File: config.mk
export PLATFORM = sky130hd
export DESIGN_NAME = dvp_cam_tx
export DESIGN_NICKNAME = d
export VERILOG_FILES = /design/src/rtl/cam_pkg.sv /design/src/rtl/dvp_pattern_gen.sv /design/src/rtl/dvp_cam_tx.sv
export SDC_FILE = /design/constraint.sdc
export NUM_CORES = 1
export LEC_CHECK = 0
export ABC_AREA = 1
export CAP_MARGIN = 20
export CELL_PAD_IN_SITES_DETAIL_PLACEMENT = 1
export CELL_PAD_IN_SITES_GLOBAL_PLACEMENT = 1
export CORE_MARGIN = 2
export CORE_UTILIZATION = 40
export DETAILED_ROUTE_END_ITERATION = 7
export PLACE_DENSITY = 0.84
export SYNTH_ARGS = -nofsm -noshare
export SYNTH_HDL_FRONTEND = slang
export SYNTH_HIERARCHICAL = 1
export SYNTH_SLANG_ARGS = --single-unit
File: constraint.sdc
create_clock -name i_clk -period 4.25 [get_ports i_clk]
set_input_delay 0.6375 -clock i_clk [delete_from_list [all_inputs] [get_ports i_clk]]
set_output_delay 0.6375 -clock i_clk [all_outputs]
set_load 0.05 [all_outputs]
File: src/rtl/cam_pkg.sv
// ---------------------------------------------------------------------------
// cam_pkg
// Definitions shared by the DVP camera transmitter and its pattern generator:
//   - cam_state_t : frame-sequencer states, in the order they are visited
//   - RGB_*       : the eight RGB565 colour-bar values, left to right
//   - bar_rgb()   : maps a bar index (0..7) to its RGB565 colour
// ---------------------------------------------------------------------------
package cam_pkg;

    typedef enum logic [2:0] {
        IDLE   = 3'd0,
        VSYNC  = 3'd1,
        VBACK  = 3'd2,
        ACTIVE = 3'd3,
        VFRONT = 3'd4
    } cam_state_t;

    localparam logic [15:0] RGB_WHITE   = 16'hFFFF;
    localparam logic [15:0] RGB_YELLOW  = 16'hFFE0;
    localparam logic [15:0] RGB_CYAN    = 16'h07FF;
    localparam logic [15:0] RGB_GREEN   = 16'h07E0;
    localparam logic [15:0] RGB_MAGENTA = 16'hF81F;
    localparam logic [15:0] RGB_RED     = 16'hF800;
    localparam logic [15:0] RGB_BLUE    = 16'h001F;
    localparam logic [15:0] RGB_BLACK   = 16'h0000;

    function automatic logic [15:0] bar_rgb(input logic [2:0] idx);
        case (idx)
            3'd0:    return RGB_WHITE;
            3'd1:    return RGB_YELLOW;
            3'd2:    return RGB_CYAN;
            3'd3:    return RGB_GREEN;
            3'd4:    return RGB_MAGENTA;
            3'd5:    return RGB_RED;
            3'd6:    return RGB_BLUE;
            default: return RGB_BLACK;
        endcase
    endfunction

endpackage

File: src/rtl/dvp_pattern_gen.sv
// ---------------------------------------------------------------------------
// dvp_pattern_gen
// Purely combinational test-pattern source for the DVP transmitter.
//   x       in  16  pixel index within the active line
//   y       in  16  active line index
//   pattern in   1  0 = eight vertical colour bars, 1 = ramp {y[7:0], x[7:0]}
//   pixel   out 16  RGB565 pixel value
// Parameter H_ACTIVE sets the bar width (H_ACTIVE/8 pixels per bar).
// ---------------------------------------------------------------------------
module dvp_pattern_gen #(
    parameter int H_ACTIVE = 640
) (
    input  logic [15:0] x,
    input  logic [15:0] y,
    input  logic        pattern,
    output logic [15:0] pixel
);
    import cam_pkg::*;

    // Narrow rasters would give a zero-width bar; fall back to one pixel.
    localparam int BAR_W = ((H_ACTIVE / 8) > 0) ? (H_ACTIVE / 8) : 1;

    // The bar index is the number of bar boundaries at or left of x. This
    // avoids a divider and saturates at bar 7 when H_ACTIVE is not a
    // multiple of eight.
    logic [6:0] past_edge;

    genvar gi;
    generate
        for (gi = 1; gi < 8; gi++) begin : g_edge
            assign past_edge[gi-1] = (x >= 16'(gi * BAR_W));
        end
    endgenerate

    logic [2:0] bar_idx;

    always_comb begin
        bar_idx = 3'd0;
        for (int i = 0; i < 7; i++) begin
            bar_idx = bar_idx + {2'b00, past_edge[i]};
        end
    end

    assign pixel = pattern ? {y[7:0], x[7:0]} : bar_rgb(bar_idx);

    // Only the low byte of the line index contributes to the ramp.
    logic unused_y_hi;
    assign unused_y_hi = ^y[15:8];

endmodule

File: src/rtl/dvp_cam_tx.sv
// ---------------------------------------------------------------------------
// dvp_cam_tx
// DVP (parallel camera) transmitter: emits vsync/href framing and an 8-bit
// byte stream (RGB565, high byte first) on the pixel clock.
//
// Ports
//   i_clk        in   1  pixel clock, all outputs launch on its rising edge
//   i_rstn       in   1  asynchronous active-low reset
//   i_en         in   1  run enable (a started frame always completes)
//   i_pattern    in   1  0 = colour bars, 1 = ramp; sampled on the o_sof cycle
//   i_pix_data   in  16  external RGB565 pixel
//   i_pix_valid  in   1  i_pix_data valid
//   o_pix_rd     out  1  pops i_pix_data in the same cycle
//   o_vsync      out  1  vertical sync, active high
//   o_href       out  1  line valid, active high
//   o_data       out  8  DVP byte, 8'h00 while o_href is low
//   o_sof        out  1  first cycle of a frame (first vsync cycle)
//   o_eof        out  1  cycle carrying the last byte of the frame
//   o_underflow  out  1  sticky external-pixel starvation flag
//   o_frame_cnt  out 16  completed-frame count, wraps
//
// Build option: define DVP_CAM_TX_EXT_PIXEL_EN to take active pixels from
// i_pix_data/i_pix_valid instead of the internal pattern generator.
// ---------------------------------------------------------------------------
module dvp_cam_tx #(
    parameter int H_ACTIVE    = 640,
    parameter int V_ACTIVE    = 480,
    parameter int H_BLANK     = 144,
    parameter int VSYNC_LINES = 3,
    parameter int V_BACK      = 17,
    parameter int V_FRONT     = 10
) (
    input  logic        i_clk,
    input  logic        i_rstn,
    input  logic        i_en,
    input  logic        i_pattern,
    input  logic [15:0] i_pix_data,
    input  logic        i_pix_valid,
    output logic        o_pix_rd,
    output logic        o_vsync,
    output logic        o_href,
    output logic [7:0]  o_data,
    output logic        o_sof,
    output logic        o_eof,
    output logic        o_underflow,
    output logic [15:0] o_frame_cnt
);
    import cam_pkg::*;

    localparam int LINE_CLKS = 2 * H_ACTIVE + H_BLANK;

    localparam logic [15:0] H_LAST      = 16'(LINE_CLKS - 1);
    localparam logic [15:0] HREF_CLKS   = 16'(2 * H_ACTIVE);
    localparam logic [15:0] EOF_H       = 16'(2 * H_ACTIVE - 1);
    localparam logic [15:0] PRE_EOF_H   = 16'(2 * H_ACTIVE - 2);
    localparam logic [15:0] VSYNC_LAST  = 16'(VSYNC_LINES - 1);
    localparam logic [15:0] VBACK_LAST  = 16'(V_BACK - 1);
    localparam logic [15:0] ACTIVE_LAST = 16'(V_ACTIVE - 1);
    localparam logic [15:0] VFRONT_LAST = 16'(V_FRONT - 1);

    cam_state_t  state_reg, state_next, state_after;
    logic [15:0] h_cnt_reg, h_cnt_next;   // clock within the line period
    logic [15:0] v_cnt_reg, v_cnt_next;   // line period within the state
    logic [15:0] lines_last;
    logic [15:0] frame_cnt_reg;

    logic frame_sof;
    logic href_on;
    logic hi_byte;
    logic last_line;
    logic frame_eof;

    // ------------------------------------------------------------------
    // Sequencer state register
    // ------------------------------------------------------------------
    always_ff @(posedge i_clk or negedge i_rstn) begin
        if (!i_rstn) begin
            state_reg <= IDLE;
            h_cnt_reg <= '0;
            v_cnt_reg <= '0;
        end else begin
            state_reg <= state_next;
            h_cnt_reg <= h_cnt_next;
            v_cnt_reg <= v_cnt_next;
        end
    end

    // ------------------------------------------------------------------
    // Next state: every non-idle state is a whole number of line periods.
    // Zero-length VBACK/VFRONT are skipped when choosing the successor.
    // ------------------------------------------------------------------
    always_comb begin
        lines_last  = '0;
        state_after = IDLE;
        case (state_reg)
            VSYNC: begin
                lines_last  = VSYNC_LAST;
                state_after = (V_BACK > 0) ? VBACK : ACTIVE;
            end
            VBACK: begin
                lines_last  = VBACK_LAST;
                state_after = ACTIVE;
            end
            ACTIVE: begin
                lines_last  = ACTIVE_LAST;
                if (V_FRONT > 0) begin
                    state_after = VFRONT;
                end else begin
                    state_after = i_en ? VSYNC : IDLE;
                end
            end
            VFRONT: begin
                lines_last  = VFRONT_LAST;
                state_after = i_en ? VSYNC : IDLE;
            end
            default: begin
                lines_last  = '0;
                state_after = IDLE;
            end
        endcase

        state_next = state_reg;
        h_cnt_next = h_cnt_reg;
        v_cnt_next = v_cnt_reg;

        if (state_reg == IDLE) begin
            h_cnt_next = '0;
            v_cnt_next = '0;
            if (i_en) begin
                state_next = VSYNC;
            end
        end else if (h_cnt_reg == H_LAST) begin
            h_cnt_next = '0;
            if (v_cnt_reg == lines_last) begin
                v_cnt_next = '0;
                state_next = state_after;
            end else begin
                v_cnt_next = v_cnt_reg + 16'd1;
            end
        end else begin
            h_cnt_next = h_cnt_reg + 16'd1;
        end
    end

    // ------------------------------------------------------------------
    // Framing decode from the registered position
    // ------------------------------------------------------------------
    always_comb begin
        frame_sof = 1'b0;
        href_on   = 1'b0;
        last_line = 1'b0;
        frame_eof = 1'b0;
        hi_byte   = ~h_cnt_reg[0];
        o_vsync   = 1'b0;

        if (state_reg == VSYNC) begin
            o_vsync   = 1'b1;
            frame_sof = (h_cnt_reg == 16'd0) && (v_cnt_reg == 16'd0);
        end
        if (state_reg == ACTIVE) begin
            href_on   = (h_cnt_reg < HREF_CLKS);
            last_line = (v_cnt_reg == ACTIVE_LAST);
            frame_eof = last_line && (h_cnt_reg == EOF_H);
        end
    end

    assign o_href = href_on;
    assign o_sof  = frame_sof;
    assign o_eof  = frame_eof;

    // The count advances on the edge that opens the o_eof cycle so the new
    // value is already visible while o_eof is high.
    always_ff @(posedge i_clk or negedge i_rstn) begin
        if (!i_rstn) begin
            frame_cnt_reg <= '0;
        end else if (last_line && (h_cnt_reg == PRE_EOF_H)) begin
            frame_cnt_reg <= frame_cnt_reg + 16'd1;
        end
    end

    assign o_frame_cnt = frame_cnt_reg;

    // ------------------------------------------------------------------
    // Pixel source
    // ------------------------------------------------------------------
`ifdef DVP_CAM_TX_EXT_PIXEL_EN
    logic [15:0] ext_pixel;
    logic [7:0]  low_byte_reg;
    logic        underflow_reg;
    logic        pop;

    // One pop per pixel, on its high-byte cycle; a starved pop sends black.
    assign pop       = href_on && hi_byte;
    assign ext_pixel = i_pix_valid ? i_pix_data : 16'h0000;

    always_ff @(posedge i_clk or negedge i_rstn) begin
        if (!i_rstn) begin
            low_byte_reg  <= '0;
            underflow_reg <= 1'b0;
        end else if (pop) begin
            low_byte_reg <= ext_pixel[7:0];
            if (!i_pix_valid) begin
                underflow_reg <= 1'b1;
            end
        end
    end

    always_comb begin
        o_data = 8'h00;
        if (href_on) begin
            o_data = hi_byte ? ext_pixel[15:8] : low_byte_reg;
        end
    end

    assign o_pix_rd    = pop;
    assign o_underflow = underflow_reg;

    logic unused_pattern;
    assign unused_pattern = i_pattern;
`else
    logic        pattern_reg;
    logic [15:0] pix_x;
    logic [15:0] gen_pixel;

    // Pattern choice is frozen at the start of each frame.
    always_ff @(posedge i_clk or negedge i_rstn) begin
        if (!i_rstn) begin
            pattern_reg <= 1'b0;
        end else if (frame_sof) begin
            pattern_reg <= i_pattern;
        end
    end

    // Two clocks per pixel, so the pixel index is the line clock halved.
    assign pix_x = {1'b0, h_cnt_reg[15:1]};

    dvp_pattern_gen #(
        .H_ACTIVE (H_ACTIVE)
    ) u_pattern_gen (
        .x       (pix_x),
        .y       (v_cnt_reg),
        .pattern (pattern_reg),
        .pixel   (gen_pixel)
    );

    always_comb begin
        o_data = 8'h00;
        if (href_on) begin
            o_data = hi_byte ? gen_pixel[15:8] : gen_pixel[7:0];
        end
    end

    assign o_pix_rd    = 1'b0;
    assign o_underflow = 1'b0;

    logic unused_ext;
    assign unused_ext = ^{i_pix_data, i_pix_valid};
`endif

endmodule

# Word level (Yosys, flattened, before mapping)
# Cells that the tools add are included.
op_classes:
  addsub: 9
  order_cmp: 8
  n_eq_ne: 16
  muxes: 21
  reduce_logical: 10
ops:
  columns: ["op", "n"]
  rows:
  - ["$pmux W16 S7", 1]
  - ["$mux W16", 6]
  - ["$add A16 B1 Y16 const B", 3]
  - ["$eq A16 B11 Y1 const B", 3]
  - ["$ge A15 B9 Y1 const B", 3]
  - ["$pmux W9 S4", 1]
  - ["$logic_not A16 Y1", 2]
  - ["$ge A15 B8 Y1 const B", 2]
  - ["$eq A16 B16 Y1", 1]
  - ["$eq A16 B9 Y1 const B", 1]
  - ["$lt A16 B11 Y1 const B", 1]
  - ["$mux W8", 2]
  - ["$add A3 B1 Y3", 5]
  - ["$ge A15 B10 Y1 const B", 1]
  - ["$ge A15 B7 Y1 const B", 1]
  - ["$eq A3 B2 Y1 const B", 4]
  - ["$eq A3 B3 Y1 const B", 4]
  - ["$mux W3", 4]
  - ["$pmux W3 S4", 1]
  - ["$eq A3 B1 Y1 const B", 2]
  - ["$logic_not A3 Y1", 2]
  - ["$mux W1", 6]
  - ["$reduce_bool A2 Y1", 2]
  - ["$logic_and A1 B1 Y1", 3]
  - ["other kinds (3)", 3]
totals:
  regBits: 52
  in_bits: 21
  elab_cells: 69

# Depth between registers and ports, before layout
# Gate-level depths: netlist of run 1.
logic_depth:
  depth_word: 12
  mapped_depth: 13
  depth_no_buf: 13

# By module
# The synthesis of run 1 kept the hierarchy.
by_module_without_submodules:
  columns: ["module", "n_inst", "cells_per_inst", "area_each_um2"]
  rows:
  - ["dvp_cam_tx", 1, 490, 3434.5]
  - ["dvp_pattern_gen", 1, 71, 357.8]

# Worst setup path after synthesis of run 1
# OpenSTA, ideal clock, no wires.
synth_path:
  kind: "register to output"
  start: "register h_cnt_reg[11]"
  end: "output port o_data[3]"
  t_arrival_ps: 3745
  required_ps: 3612
  setup_slack_ps: -133
  path_stages_with_launch: 12
  n_path_buf: 0
  path_cell_list: "dfrtp_1 nor3_2 nand3_1 nor2_1 fa_1 fa_1 fa_1 fa_1 nand2_1 nand2_1 nand2_1 a21oi_1"
synth_between:
  elab_chain_cells: 12
  elab_cells_between_ends: 26
synth_lines:
  columns: ["item", "line_no", "text"]
  rows:
  - ["start: declaration", "dvp_cam_tx.sv:62", "logic [15:0] h_cnt_reg, h_cnt_next;"]
  - ["start signal: assignment", "dvp_cam_tx.sv:83", "h_cnt_reg <= h_cnt_next;"]
  - ["$ge A15 B7 Y1 / $ge A15 B8 Y1 (equally long branches)", "dvp_pattern_gen.sv:31", "assign past_edge[gi-1] = (x >= 16'(gi * BAR_W));"]
  - ["$add A1 B1 Y2", "dvp_pattern_gen.sv:40", "bar_idx = bar_idx + {2'b00, past_edge[i]};"]
  - ["$add A3 B1 Y3 (4 in series)", "dvp_pattern_gen.sv:40", null]
  - ["$add A3 B1 Y3 (*)", "dvp_pattern_gen.sv:40", null]
  - ["$eq A3 B3 Y1 (tied with other cells)", "cam_pkg.sv:28", "case (idx)"]
  - ["$pmux W16 S7 (*)", "cam_pkg.sv:28", null]
  - ["$mux W16 (*)", "dvp_pattern_gen.sv:44", "assign pixel = pattern ? {y[7:0], x[7:0]} : bar_rgb(bar_idx);"]
  - ["named net gen_pixel[11]", "dvp_cam_tx.sv:223", "logic [15:0] gen_pixel;"]
  - ["$mux W8 (*)", "dvp_cam_tx.sv:249", "o_data = hi_byte ? gen_pixel[15:8] : gen_pixel[7:0];"]
  - ["$mux W8 (*)", "dvp_cam_tx.sv:248", "if (href_on) begin"]
  - ["end: declaration", "dvp_cam_tx.sv:42", "output logic [7:0] o_data,"]
# The timed path passes the listed nets; every way through them passes the cells marked *.

# Worst setup path in the final report of run 1
layout_path:
  start: "register h_cnt_reg[12]"
  end: "output port o_data[5]"
# The elaborated chain is that of the path after synthesis.

==> impl_metrics.toml, run 1 <==
[synthesis]
synth_top_area_cell = "dfrtp_1"
netlist_instances = 561
yosys-mux-area-fraction_pct = 0
ys_ff_latch = 52
synth_top_family_by_area = "simple AND/OR/NAND/NOR gates"
synth_cell_types = 37
synth_fa_ha_area_share_pct = 4.09
synth-async-reset-ratio_pct = 100
synth_top_flop_cell = "dfrtp_1"
yosys.area_share.simple_pct = 39.5
syn_avg_cell_area_um2 = 6.76
syn_area_um2 = 3790
synth_compound_area_share_pct = 8.45
ys_seq_area_share_pct = 34.3
ys_warn_count = 6
synth_xor_xnor_area_share_pct = 4.39
yosys-top-cells-area = "dfrtp_1, nand2_1, nor2_1, inv_1, nand3_1"
synth_top_area_share_pct = 34.3
synth_edf_count = 0

[power]
power.density_nw_per_um2 = 187
power.leakage_nw = 2.10
peakVddDrop_mv = 0.112

[final_layout]
multiInputGateArea_um2 = 2220
drive_gt1_share_pct = 12.4
fin_cells = 733
nFillCells = 1210
regArea_um2 = 1300
syn2layout_area_growth_pct = 18.2
fin_util_pct = 48.5
final_nets = 634
n_antenna_cell = 0

[detailed_routing]
ant_nets = 0
viasPerCell = 5.19
wl_per_cell_um = 15.1
vias = 3806
wirelength_mm = 11.1
drc_errors = 0
firstDrtPassIters = 4
drt_iter0_drc = 215

[timing]
fin_crit_sh_pct = 100
fin_tns_setup_ps = -5.75
fmax_mhz = 235
period_needed_ps = 4260
clock_skew_ps = 8.58
setup_viol = 1
maxSlewHeadroom_pct = 52.9
hold_slack_ps = 449
rsz0062_at_grt = "yes"
finalMaxSlewViolations = 0
setup_ws_ps = -5.75
tightest_slew_ps = 707
hold_viol = 0

[placement]
gp_congestion = 0.847
portBuffers = 31
dpl.cell_count = 716
dp_hpwl_mm = 8.36

[setup_path]
r2r-start = "h_cnt_reg[0]"
cp.arrival_ps = 3620
worstSetupPathType = "reg2out"
start_kind = "flip-flop"
crit_fanout = 5
crit_required_ps = 3610
endpoint_kind = "primary output"
setup.worst_path.start = "h_cnt_reg[12]"

[global_routing]
antenna_found_initial = 0
grt_max_degree = 53
grt_pass1_vias = 3818
grt_pass1_wl_mm = 18.7
gr-usage-all-layers_pct = 22.8
grt_overflow = 0

[die]
fp-row-count = 35
die_width_um = 101
start_util_pct = 41.0
die_h_um = 101
die-area_um2 = 10300
io_pins = 51
core_um2 = 9240

[cts]
worstSkewPairLatency_ps = 320
cts_made_buffers = 5
cts_sinks = 52
h-tree-depth = 2
clock_path_buffers = 2
cts_tree = "built"
path_clk_slew_ps = 110
root_buffer = "clkbuf_8"

[outcome]
violations = "setup timing"
status = "complete, but fails checks"

[flow_run]
drv_cap = 0

[worst_hold_path]
hp-class = "in2async"
[placed cells by master (no fill, tap or decap), types with 4 or more instances in the layout]
master	count
nand2_1	179
nor2_1	63
inv_1	60
dfrtp_1	50
nand3_1	29
o21ai_0	27
clkdlybuf4s50_1	22
nand4_1	21
a21oi_1	20
buf_4	16
xor2_1	15
nor3_1	12
nor2_2	8
nand2_2	7
a21oi_2	6
ha_1	6
inv_2	5
nor4_1	5
clkbuf_8	5
buf_12	5
xnor2_1	4
[layer usage]
layer | part of all wire (%) | wire, um | GRT usage (%)
met3 | 4.5 | 494 | 2.97
met2 | 48 | 5280 | 39.7
met1 | 46 | 5160 | 29.8
met5 | 0 | 0 | 0
met4 | 1.4 | 159 | 6.24
[critical path, stage by stage (launching register included)]
cell and delay, ps:
dfrtp_1 440, nor3_4 280, nand2_2 110, a21oi_2 140, fa_1 440, fa_1 460
fa_2 350, fa_1 500, nand2_2 90, nand2_1 80, nand2_1 80, a21oi_2 200
buf_12 150
[what timing repair did]
action | in CTS | in global routing
hold buffers | 0 | 0
gates resized for setup | 17 | 2
endpoints found under the setup margin | 8 | 8
pin swaps | 11 | 8
buffers inserted | 6 | 3
[Yosys cell counts (all sizes together), types with 2 or more instances]
| master | instances |
|---|---|
| o21ai | 30 |
| nor2 | 74 |
| dfrtp | 52 |
| fa | 4 |
| xor2 | 15 |
| buf | 10 |
| nor4 | 7 |
| ha | 6 |
| o21a | 2 |
| nand2 | 189 |
| a21oi | 26 |
| xnor2 | 4 |
| nor3 | 14 |
| inv | 67 |
| nand4 | 21 |
| nand3 | 32 |
[worst paths after layout]
path,depth (start not counted),endpoint,slack [ps]
min,2,h_cnt_reg[3],450
max,12,o_data[5],-6
max reg2reg,8,h_cnt_reg[6],1790
min reg2reg,1,o_frame_cnt[8],540
max in group asynchronous,2,h_cnt_reg[10],3310
min in group i_clk,1,o_frame_cnt[8],540
[kinds of logic after synthesis]
logic type,after synthesis
AND/OR/NAND/NOR,339
AO/OA/AOI/OAI,61
other,1
flip-flops,52
adder cells (fa/ha/maj),10
buffers and inverters,79
XOR/XNOR,19
[stage by stage]
step,power (mW),instance area (um2),setup slack (ps)
after floorplan,0.525,3820,127
after global placement,0.541,4270,169
after detailed placement,0.542,4270,61.9
after CTS,0.848,4450,-3.95
after global routing,0.870,4480,-184
final,0.838,4480,-5.75
[power by group]
group          leakage, nW  switching [mW]  internal (mW)
clock network       0.0485           0.184          0.119
registers            0.699               0          0.494
logic                 1.35          0.0272         0.0141
total                 2.10           0.211          0.627
[layout make-up]
| cell class | count | share of cell area (%) |
|---|---|---|
| Clock inverter | 3 | 0.502 |
| Sequential cell | 52 | 29.1 |
| Multi-Input combinational cell | 432 | 49.5 |
| Clock buffer | 5 | 1.54 |
| Inverter | 68 | 5.86 |
| Tap cell | 129 | 3.60 |
| Timing Repair Buffer | 44 | 9.94 |
Note: power is estimated with default switching activity, not from simulation.
==> inputs of run 2 (changes only) <==
--- a/config.mk
+++ b/config.mk
@@ -12,7 +12,7 @@
 export CORE_MARGIN = 2
 export CORE_UTILIZATION = 40
 export DETAILED_ROUTE_END_ITERATION = 7
-export PLACE_DENSITY = 0.84
+export PLACE_DENSITY = 0.79
 export SYNTH_ARGS = -nofsm -noshare
 export SYNTH_HDL_FRONTEND = slang
 export SYNTH_HIERARCHICAL = 1
==> run 2 against run 1 <==
  * The run still ends with setup timing left
  * Worst setup slack better by 4.4 ps
  * Sequential share of layout area hardly changed
  * First-iteration DRC count is 32% lower
  * Final cell count is 0.41% lower
  * Routed wire length is 0.26% lower
  * Design area stayed put
  * Die area stayed put
  * Register-to-register slack better by 70 ps
  * Critical path depth is 1 higher
==> impl_metrics.toml, run 2 (synthesis results as in run 1) <==
[timing]
setup_ws_ps = -1.36
clock_skew_ps = 15.4
tightest_slew_ps = 561
hold_viol = 0
fmax_mhz = 235
fin_crit_sh_pct = 100
finalMaxSlewViolations = 0
rsz0062_at_grt = "yes"
hold_slack_ps = 300
setup_viol = 1
period_needed_ps = 4250
maxSlewHeadroom_pct = 62.5

[power]
total_power_mw = 0.819
peakVddDrop_mv = 0.134
power.leakage_nw = 2.09
power.density_nw_per_um2 = 183

[cts]
cts_made_buffers = 5
cts_tree = "built"
clock_path_buffers = 2
root_buffer = "clkbuf_8"
worstSkewPairLatency_ps = 310
path_clk_slew_ps = 110
h-tree-depth = 2
cts_sinks = 52
postCtsHoldBufs = 0

[final_layout]
fin_cells = 730
post-route-cell-area_um2 = 4480
final_nets = 631
final_common_cell = "nand2_1"
mostFrequentLayoutCells = "nand2_1, nor2_1, inv_1"
nFillCells = 1220
drive_gt1_share_pct = 12.3
n_antenna_cell = 0
syn2layout_area_growth_pct = 18.2

[detailed_routing]
vias = 3829
firstDrtPassIters = 4
ant_nets = 0
wirelength_mm = 11.1
wl_per_cell_um = 15.2
viasPerCell = 5.25
drt_iter0_drc = 146
drc_errors = 0

[die]
start_util_pct = 41.0
die_width_um = 101
die-area_um2 = 10300
die_h_um = 101
core_um2 = 9240
fp-row-count = 35
io_pins = 51

[global_routing]
grt_max_degree = 41
gr-usage-all-layers_pct = 22.6
grt_pass1_wl_mm = 18.6
grt_overflow = 0
grt_pass1_vias = 3876
antenna_found_initial = 0

[setup_path]
max_stage_delay_ps = 550
crit_family = "adder cells"
start_kind = "flip-flop"
endpoint_kind = "primary output"
worstSetupPathType = "reg2out"
crit_required_ps = 3610
cp_slowest_cell = "fa_1"
worstPathCellList = "nor2_4 -> nand2_1 -> nor2_4 -> a21oi_4 -> fa_1 -> fa_1 -> fa_2 -> fa_1 -> nand2_2 -> nand2_1 -> nand2_1 -> a21oi_2 -> buf_12"
crit_fanout = 5
cp.arrival_ps = 3610
crit_buf_inv = 1

[worst_hold_path]
hp-class = "in2async"

[placement]
gp_congestion = 0.943
placed_area_um2 = 4260
dpl.cell_count = 715
place_worst_setup_slack_ps = 35.5
dp_hpwl_mm = 8.51
portBuffers = 31

[outcome]
violations = "setup timing"
status = "complete, but fails checks"

[flow_run]
drv_cap = 0
-- run 2: cell types whose count changed in the layout (fill, tap and decap cells not counted), sizes merged --
| cell | before | now |
|---|---|---|
| inv | 68 | 67 |
| clkinv | 3 | 4 |
| buf | 22 | 19 |
-- run 2: report_power, final --
part | internal (mW) | leakage, nW | switching (mW)
sequential | 0.494 | 0.697 | 0
combinational | 0.0131 | 1.34 | 0.0277
clock | 0.115 | 0.0479 | 0.169
-- run 2: final timing paths --
check | start | to | slack, ps | cells past startpoint
worst max-delay path | h_cnt_reg[11] | o_data[3] | -1 | 13
worst min-delay path | i_rstn | h_cnt_reg[0] | 300 | 1
worst max register to register | h_cnt_reg[0] | h_cnt_reg[4] | 1860 | 8
worst min register to register | o_frame_cnt[15] | o_frame_cnt[15] | 540 | 2
max in group asynchronous | i_rstn | v_cnt_reg[5] | 3120 | 2
min in group i_clk | o_frame_cnt[15] | o_frame_cnt[15] | 540 | 2
-- run 2: worst register-to-register path, stage by stage (launching register included) --
cell and delay [ps]:
dfrtp_1 600, ha_1 260, nand2_1 120, nor3_1 210, nand2_1 130, nand2_4 370, inv_1 350, o21ai_0 170
a21oi_1 60
-- run 2: layout make-up --
type / count / area, um2 / area share (%)
inverter: 68 / 263 / 5.86
sequential: 52 / 1310 / 29.1
clock inverter: 3 / 18.8 / 0.419
timing repair buffer: 41 / 423 / 9.43
multi-input combinational: 432 / 2240 / 50.0
tap: 129 / 161 / 3.60
clock buffer: 5 / 68.8 / 1.54
-- run 2: per-layer routing --
layer  track usage [%]  share of wire (%)  vias to the layer above
met1              30.4                 48                     1905
met5                 0                  0                        -
met3              2.48                1.9                       13
met4              5.09                1.3                        0
met2              39.3                 48                       47
li1                  -                  -                     1864
-- run 2: repair_timing --
action | 4_1_cts | 5_1_grt
pin swaps | 7 | 5
setup endpoints to repair | 8 | 8
buffers inserted | 5 | 2
gates resized for setup | 16 | 10
-- run 2: per-stage QoR --
stage	utilization (%)	setup TNS, ps
after detailed placement	46.1	0
after global routing	48.5	-893
after floorplan	-	0
final	48.5	-1.36
after CTS	47.9	-5.20
after global placement	46.1	0
